`src/rtl/trap_sequencer.sv`:
```
// Machine-mode trap/return sequencer: picks exception > mret > interrupt, drains the pipeline,
// strobes one CSR commit and then holds a fetch redirect. Optional feature macro: TRAP_SEQUENCER_VECTORED_EN.
module trap_sequencer #(
  parameter int XLEN = 64
) (
  input  logic            clk,
  input  logic            rst,
  input  logic            exc_valid,
  input  logic [5:0]      exc_code,
  input  logic [XLEN-1:0] exc_pc,
  input  logic [XLEN-1:0] exc_tval,
  input  logic            mret_valid,
  input  logic            commit_ready,
  input  logic [XLEN-1:0] commit_pc,
  input  logic [XLEN-1:0] csr_mip,
  input  logic [XLEN-1:0] csr_mie,
  input  logic            csr_mstatus_mie,
  input  logic [XLEN-1:0] csr_mtvec,
  input  logic [XLEN-1:0] csr_mepc,
  output logic            flush_req,
  input  logic            flush_ack,
  output logic            trap_commit_valid,
  output logic            trap_commit_mret,
  output logic            trap_commit_intr,
  output logic [5:0]      trap_commit_code,
  output logic [XLEN-1:0] trap_commit_epc,
  output logic [XLEN-1:0] trap_commit_tval,
  output logic            redirect_valid,
  output logic [XLEN-1:0] redirect_pc,
  input  logic            redirect_ready,
  output logic            busy
);

  localparam logic [1:0] ST_IDLE     = 2'd0;
  localparam logic [1:0] ST_DRAIN    = 2'd1;
  localparam logic [1:0] ST_COMMIT   = 2'd2;
  localparam logic [1:0] ST_REDIRECT = 2'd3;

  logic [1:0]      state_q, state_d;
  logic            mret_q, mret_d;
  logic            intr_q, intr_d;
  logic [5:0]      code_q, code_d;
  logic [XLEN-1:0] epc_q, epc_d;
  logic [XLEN-1:0] tval_q, tval_d;
  logic [XLEN-1:0] target_q, target_d;

  logic [XLEN-1:0] irq_pend;
  logic            irq_take;
  logic [5:0]      irq_code;
  logic [XLEN-1:0] mtvec_base;
  logic [XLEN-1:0] irq_target;
  logic            is_idle;

  assign is_idle    = (state_q == ST_IDLE);
  assign irq_pend   = csr_mip & csr_mie;
  // Only the three machine-level sources are serviced; everything else in mip is ignored.
  assign irq_take   = csr_mstatus_mie & commit_ready & (irq_pend[11] | irq_pend[3] | irq_pend[7]);
  assign mtvec_base = {csr_mtvec[XLEN-1:2], 2'b00};

  always_comb begin
    irq_code = 6'd7;
    if (irq_pend[11]) begin
      irq_code = 6'd11;
    end else if (irq_pend[3]) begin
      irq_code = 6'd3;
    end
  end

`ifdef TRAP_SEQUENCER_VECTORED_EN
  // Vectored mode (mtvec[1:0]==01): interrupts land at base + 4*cause, wrapping at XLEN.
  assign irq_target = (csr_mtvec[1:0] == 2'b01) ? (mtvec_base + XLEN'({irq_code, 2'b00}))
                                                : mtvec_base;
  logic unused_bits;
  assign unused_bits = ^irq_pend;
`else
  assign irq_target = mtvec_base;
  logic unused_bits;
  assign unused_bits = ^{irq_pend, csr_mtvec[1:0]};
`endif

  always_comb begin
    state_d  = state_q;
    mret_d   = mret_q;
    intr_d   = intr_q;
    code_d   = code_q;
    epc_d    = epc_q;
    tval_d   = tval_q;
    target_d = target_q;
    unique case (state_q)
      ST_IDLE: begin
        if (exc_valid) begin
          state_d  = ST_DRAIN;
          mret_d   = 1'b0;
          intr_d   = 1'b0;
          code_d   = exc_code;
          epc_d    = exc_pc;
          tval_d   = exc_tval;
          target_d = mtvec_base;
        end else if (mret_valid) begin
          state_d  = ST_DRAIN;
          mret_d   = 1'b1;
          intr_d   = 1'b0;
          code_d   = '0;
          epc_d    = '0;
          tval_d   = '0;
          target_d = csr_mepc;
        end else if (irq_take) begin
          state_d  = ST_DRAIN;
          mret_d   = 1'b0;
          intr_d   = 1'b1;
          code_d   = irq_code;
          epc_d    = commit_pc;
          tval_d   = '0;
          target_d = irq_target;
        end
      end
      ST_DRAIN: begin
        if (flush_ack) begin
          state_d = ST_COMMIT;
        end
      end
      ST_COMMIT: begin
        state_d = ST_REDIRECT;
      end
      ST_REDIRECT: begin
        if (redirect_ready) begin
          state_d = ST_IDLE;
        end
      end
      default: begin
        state_d = ST_IDLE;
      end
    endcase
  end

  always_ff @(posedge clk or posedge rst) begin
    if (rst) begin
      state_q  <= ST_IDLE;
      mret_q   <= 1'b0;
      intr_q   <= 1'b0;
      code_q   <= '0;
      epc_q    <= '0;
      tval_q   <= '0;
      target_q <= '0;
    end else begin
      state_q  <= state_d;
      mret_q   <= mret_d;
      intr_q   <= intr_d;
      code_q   <= code_d;
      epc_q    <= epc_d;
      tval_q   <= tval_d;
      target_q <= target_d;
    end
  end

  // Moore outputs; data is gated so nothing leaks outside its strobe.
  assign busy              = ~is_idle;
  assign flush_req         = (state_q == ST_DRAIN);
  assign trap_commit_valid = (state_q == ST_COMMIT);
  assign trap_commit_mret  = trap_commit_valid & mret_q;
  assign trap_commit_intr  = trap_commit_valid & intr_q;
  assign trap_commit_code  = trap_commit_valid ? code_q : '0;
  assign trap_commit_epc   = trap_commit_valid ? epc_q  : '0;
  assign trap_commit_tval  = trap_commit_valid ? tval_q : '0;
  assign redirect_valid    = (state_q == ST_REDIRECT);
  assign redirect_pc       = redirect_valid ? target_q : '0;

endmodule

```
`config.mk`:
```
export PLATFORM = sky130hd
export DESIGN_NAME = trap_sequencer
export DESIGN_NICKNAME = d
export VERILOG_FILES = /design/src/rtl/trap_sequencer.sv
export SDC_FILE = /design/constraint.sdc
export NUM_CORES = 1
export LEC_CHECK = 0
export ABC_CLOCK_PERIOD_IN_PS = 8100
export BUFFER_PORTS_ARGS = -buffer_cell sky130_fd_sc_hd__buf_2
export CAP_MARGIN = 30
export CORE_AREA = 10 10 250 252
export DETAILED_ROUTE_END_ITERATION = 6
export DIE_AREA = 0 0 260 262
export PLACE_DENSITY = 0.43
export SLEW_MARGIN = 20
export SYNTH_ARGS = -nofsm -noshare
export SYNTH_HDL_FRONTEND = slang
export SYNTH_SLANG_ARGS = --single-unit
```
`constraint.sdc`:
```
create_clock -name clk -period 8.1 [get_ports clk]
set_input_delay 1.215 -clock clk [delete_from_list [all_inputs] [get_ports clk]]
set_output_delay 1.215 -clock clk [all_outputs]
set_load 0.02 [all_outputs]
```
Word level (Yosys, flattened, before mapping) --
Cells that the tools add are included.
Storage, ports and cells: flip-flop bits (word level) 202, output and inout bits 204
Operators by class: equality and inequality tests 6, reductions and logical operators 4, bitwise gates (word level) 8, muxes and demuxes 30
Operators with widths (count):
- $mux W64 | 12
- $mux W6 | 4
- $and A12 B12 Y12 | 1
- $mux W2 | 5
- $pmux W2 S4 | 1
- $mux W1 | 6
- $and A1 B1 Y1 | 4
- $eq A2 B2 Y1 const B | 2
- $mux W4 | 1
- $ne A2 B1 Y1 const B | 2
- $ne A4 B4 Y1 const B | 1
- $mux W3 | 1
- $reduce_and A3 Y1 | 1
- $reduce_bool A3 Y1 | 1
- $eq A2 B1 Y1 const B | 1
- $logic_not A2 Y1 | 1
- $or A1 B1 Y1 | 2
- $reduce_and A2 Y1 | 1
- $not A1 Y1 | 1

Depth between registers and ports, before layout --
depth after elaboration 8, mapped depth 9, depth with buffers taken out 5

Worst setup path after synthesis --
Ideal clock, no wire load.
path kind flip-flop to output port, start point reg state_q[0], end point out trap_commit_epc[10], stages on the path, launching flop included 6, arrival time 1.537 ns, path slack 5.348 ns, buffers on the path 2, required time 6.885 ns, cell sequence dfrtp_1 inv_1 ha_1 clkbuf_1 clkbuf_1 and2_1
Between the ends: word-level cells in the longest chain between the ends 2
Ends and longest elaborated chain:
- start, declared | RTL line 39 | logic [1:0] state_q, state_d;
- start signal, assigned | RTL line 146 | state_q <= state_d;
- $eq A2 B2 Y1 | RTL line 159 | assign trap_commit_valid = (state_q == ST_COMMIT);
- named net trap_commit_valid | RTL line 22 | output logic trap_commit_valid,
- $mux W64 | RTL line 163 | assign trap_commit_epc = trap_commit_valid ? epc_q : '0;
- end, declared | RTL line 26 | output logic [XLEN-1:0] trap_commit_epc,
The timed path passes the listed nets, and every way through them passes these cells.

Worst setup path in the final report --
start point reg state_q[0], end point out trap_commit_epc[15]
Between the ends: word-level cells in the longest chain between the ends 2
Ends and longest elaborated chain (RTL line):
- $eq A2 B2 Y1 | 159
- $mux W64 | 163
Every way passes these cells.

==> impl_metrics.csv <==
group,metric,value,unit
drt,drt_first_iter_violations,277,
grt,antenna_found_initial,2,
power_and_ir_drop,powerDensity,326.2,nW/um^2
die,core_area,57370,sq um
setup_path,cpMaxStageDelayCell,"buf_4",
run_status,status,"completed",
die,die_w,260,um
drt,dr_total_vias,9407,
timing,finalHoldViolations,0,
synth,synth_top_cell_area_share,0.4998,
synth,yosysWarnings,0,
layout,area_delta_synth_final,42.40,%
flow_run,drv_cap,0,
layout,fin_nets,2072,
cts,cts_root_buf,"clkbuf_16",
synth,synth_common_cells,"nand2_1, dfrtp_1, and2_1",
power_and_ir_drop,power_frac_seq,0.353,
setup_path,cp_max_fo,71,
timing,clock-skew-final,0.004844,ns
synth,synth_compound_gate_area_share,0.1532,
timing,setup_viol,0,
layout,final_util,0.2510,
setup_path,cp.required,6.88,ns
power_and_ir_drop,internal_power,2818,uW
timing,fin_setup_tns,0,ns
power_and_ir_drop,switching_share,0.4001,
synth,synthMuxAreaShare,0.06569,
synth,synth_top_family_by_area,"simple AND/OR/NAND/NOR gates",
synth,postSynthCellCount,1118,
synth,synthTopCellsByArea,"dfrtp_1, and2_1, nand2_1",
power_and_ir_drop,p_sw,1880,uW
timing,min_period,4.043,ns
timing,relSlewSlack,0.3374,
drt,drt_first_pass_iters,4,
min_path,hp-class,"reg2reg",
cts,numClockSinks,202,
setup_path,startpoint_type,"flip-flop",
place,hpwl,30.44,mm
place,port_buffers,541,
die,rows,88,
cts,clkLatencyLatePin,0.54,ns
synth,ys_ff_latch,202,
synth,async_flop_share,1.000,
drt,drc,0,
setup_path,end_kind,"output pin",
die,die-area,68120,sq um
synth,yosysTopAreaCell,"dfrtp_1",
setup_path,crit_chain,"inv_1 -> ha_4 -> buf_4 -> and2_1 -> buf_2",
grt,grt_start_max_net_pins,203,
setup_path,critical_path_buf_inv_count,3,
layout,multi_input_area,4593,sq um
setup_path,max_stage_delay,0.62,ns
timing,max_slew.worst_pin.slew,0.9939,ns
drt,drt-total-wl,39.78,mm
synth,ys.flop_type,"dfrtp_1",
cts,cts.htree.levels,1,
setup_path,path_class,"reg2out",
grt,grt_pass1_vias,9487,
synth,avgSynthCellArea,9.046,sq um
synth,yosysMostFrequentCell,"nand2_1",
drt,viasPerCell,3.938,
synth,syn-num-nets,1585,
cts,cts.clk_slew.worst_paths,0.06,ns
synth,synth_fa_ha_area_frac,0.006186,
grt,grt_pass1_wl,58.16,mm
layout,design_area,14400,sq um
layout,fillers,6333,
grt,grt_usage,0.1081,
cts,max-clock-path-buffers,3,
cts,cts_tree,"yes",
die,io-pin-count,666,
layout,ff_latch_area,5055,sq um
cts,cts_setup_buffers,0,
setup_path,cp_top_family,"buffers and inverters",
timing,finalCritPeriodShare,0.4992,
drt,wire_per_inst,16.65,um
power_and_ir_drop,power_frac_comb,0.402,
timing,rsz0062_at_grt,"no",
synth,synth-simple-area-share,0.2253,
drt,ant_nets,0,
cts,numCtsBuffers,26,
place,gp_congestion,0.9154,
timing,max_freq,247.3,MHz
power_and_ir_drop,ir_drop,0.1914,mV
timing,slew_viol_final,0,
die,fp.dieH,262,um
synth,syn-cell-area,10110,sq um
synth,synth_xor_area_frac,0,
place,placed_area,13480,sq um
synth,synth_cell_type_count,24,
cts,cts_resized,0,
power_and_ir_drop,p_clk_frac,0.245,
cts,ctsHoldBuffers,0,
setup_path,crit_arrival,2.83,ns
layout,layout-drive-gt1-share,0.3724,
grt,gr-total-overflow,0,
power_and_ir_drop,leakage,0.007407,uW
synth,synth-edff-count,0,
synth,synth-seq-area-share,0.4998,
die,start_util,0.1763,
[path summary, 6_finish.rpt]
check                      cells past startpoint  startpoint  slack [ns]                  end
max                                            5  state_q[0]        4.06  trap_commit_epc[15]
min                                            2   epc_q[60]        0.47            epc_q[60]
max reg2reg                                    6  state_q[0]        5.60         target_q[50]
min reg2reg                                    2   epc_q[60]        0.47            epc_q[60]
max in group asynchronous                      4         rst        6.29            epc_q[63]
min in group asynchronous                      2         rst        0.74           tval_q[20]
[stage by stage]
| step | hold WS, ns | worst slack, ns | total power (uW) | std cells |
|---|---|---|---|---|
| 6_report | 0.4692 | 4.057 | 4698 | 2389 |
| 5_1_grt | 0.4890 | 3.767 | 5086 | 2387 |
| 4_1_cts | 0.4757 | 3.867 | 4820 | 2384 |
| 3_5_place_dp | 0.4626 | 4.062 | 3622 | 2339 |
| 3_3_place_gp | 0.4570 | 3.786 | 3573 | 2337 |
| 2_1_floorplan | 0.4418 | 1.374 | 2955 | 1118 |
[flip-flops by register name, indices dropped and copies added, names as in the netlist]
name      flops
target_q     64
intr_q        1
mret_q        1
tval_q       64
state_q       2
code_q        6
epc_q        64
[power groups by stage]
| stage | logic, uW | clock network (uW) | registers (uW) |
|---|---|---|---|
| final | 1890 | 1150 | 1660 |
| after global routing | 2130 | 1240 | 1720 |
| after CTS | 1940 | 1210 | 1670 |
| after detailed placement | 1940 | 0 | 1680 |
| after global placement | 1910 | 0 | 1660 |
| after floorplan | 1340 | 0 | 1610 |
[tightest hold or removal path: stages, from the launching register on]
cell and delay (ns):
dfrtp_1 0.33, nand2_1 0.04, o21ai_0 0.06
[cell usage in the layout (no fill, tap or decap), types with 4 or more instances in the layout]
cell type	instances
clkinv_2	5
clkbuf_1	4
a22oi_1	62
o21ai_0	81
o21ai_1	118
buf_2	540
inv_1	5
a21oi_1	6
buf_4	7
clkbuf_8	8
and2_1	200
mux2i_1	63
nand2_1	266
clkbuf_16	27
dfrtp_1	202
[cell families (layout without fill, tap and decap cells)]
family,after synthesis,in the layout
compound gates,273,273
fa+ha+maj,5,5
buf+inv,101,605
flops,202,202
mux,66,66
other cells,0,2
simple gates,471,471
[routing by layer]
| metal | routed length [um] | part of all wire | track usage |
|---|---|---|---|
| met1 | 16350 | 0.41 | 0.1283 |
| met4 | 855 | 0.021 | 0.03053 |
| met3 | 4046 | 0.10 | 0.04240 |
| met5 | 27 | 0.00068 | 0 |
| met2 | 18500 | 0.47 | 0.1786 |
[cell type report]
cell class | count | share of cell area
inverter | 6 | 0.002085
antenna | 2 | 0.0003475
timing repair buffer | 554 | 0.2017
clock inverter | 6 | 0.003823
clock buffer | 39 | 0.05560
sequential | 202 | 0.3510
tap | 765 | 0.06646
multi-input combinational | 815 | 0.3189
(Power assumes the default switching activity.)
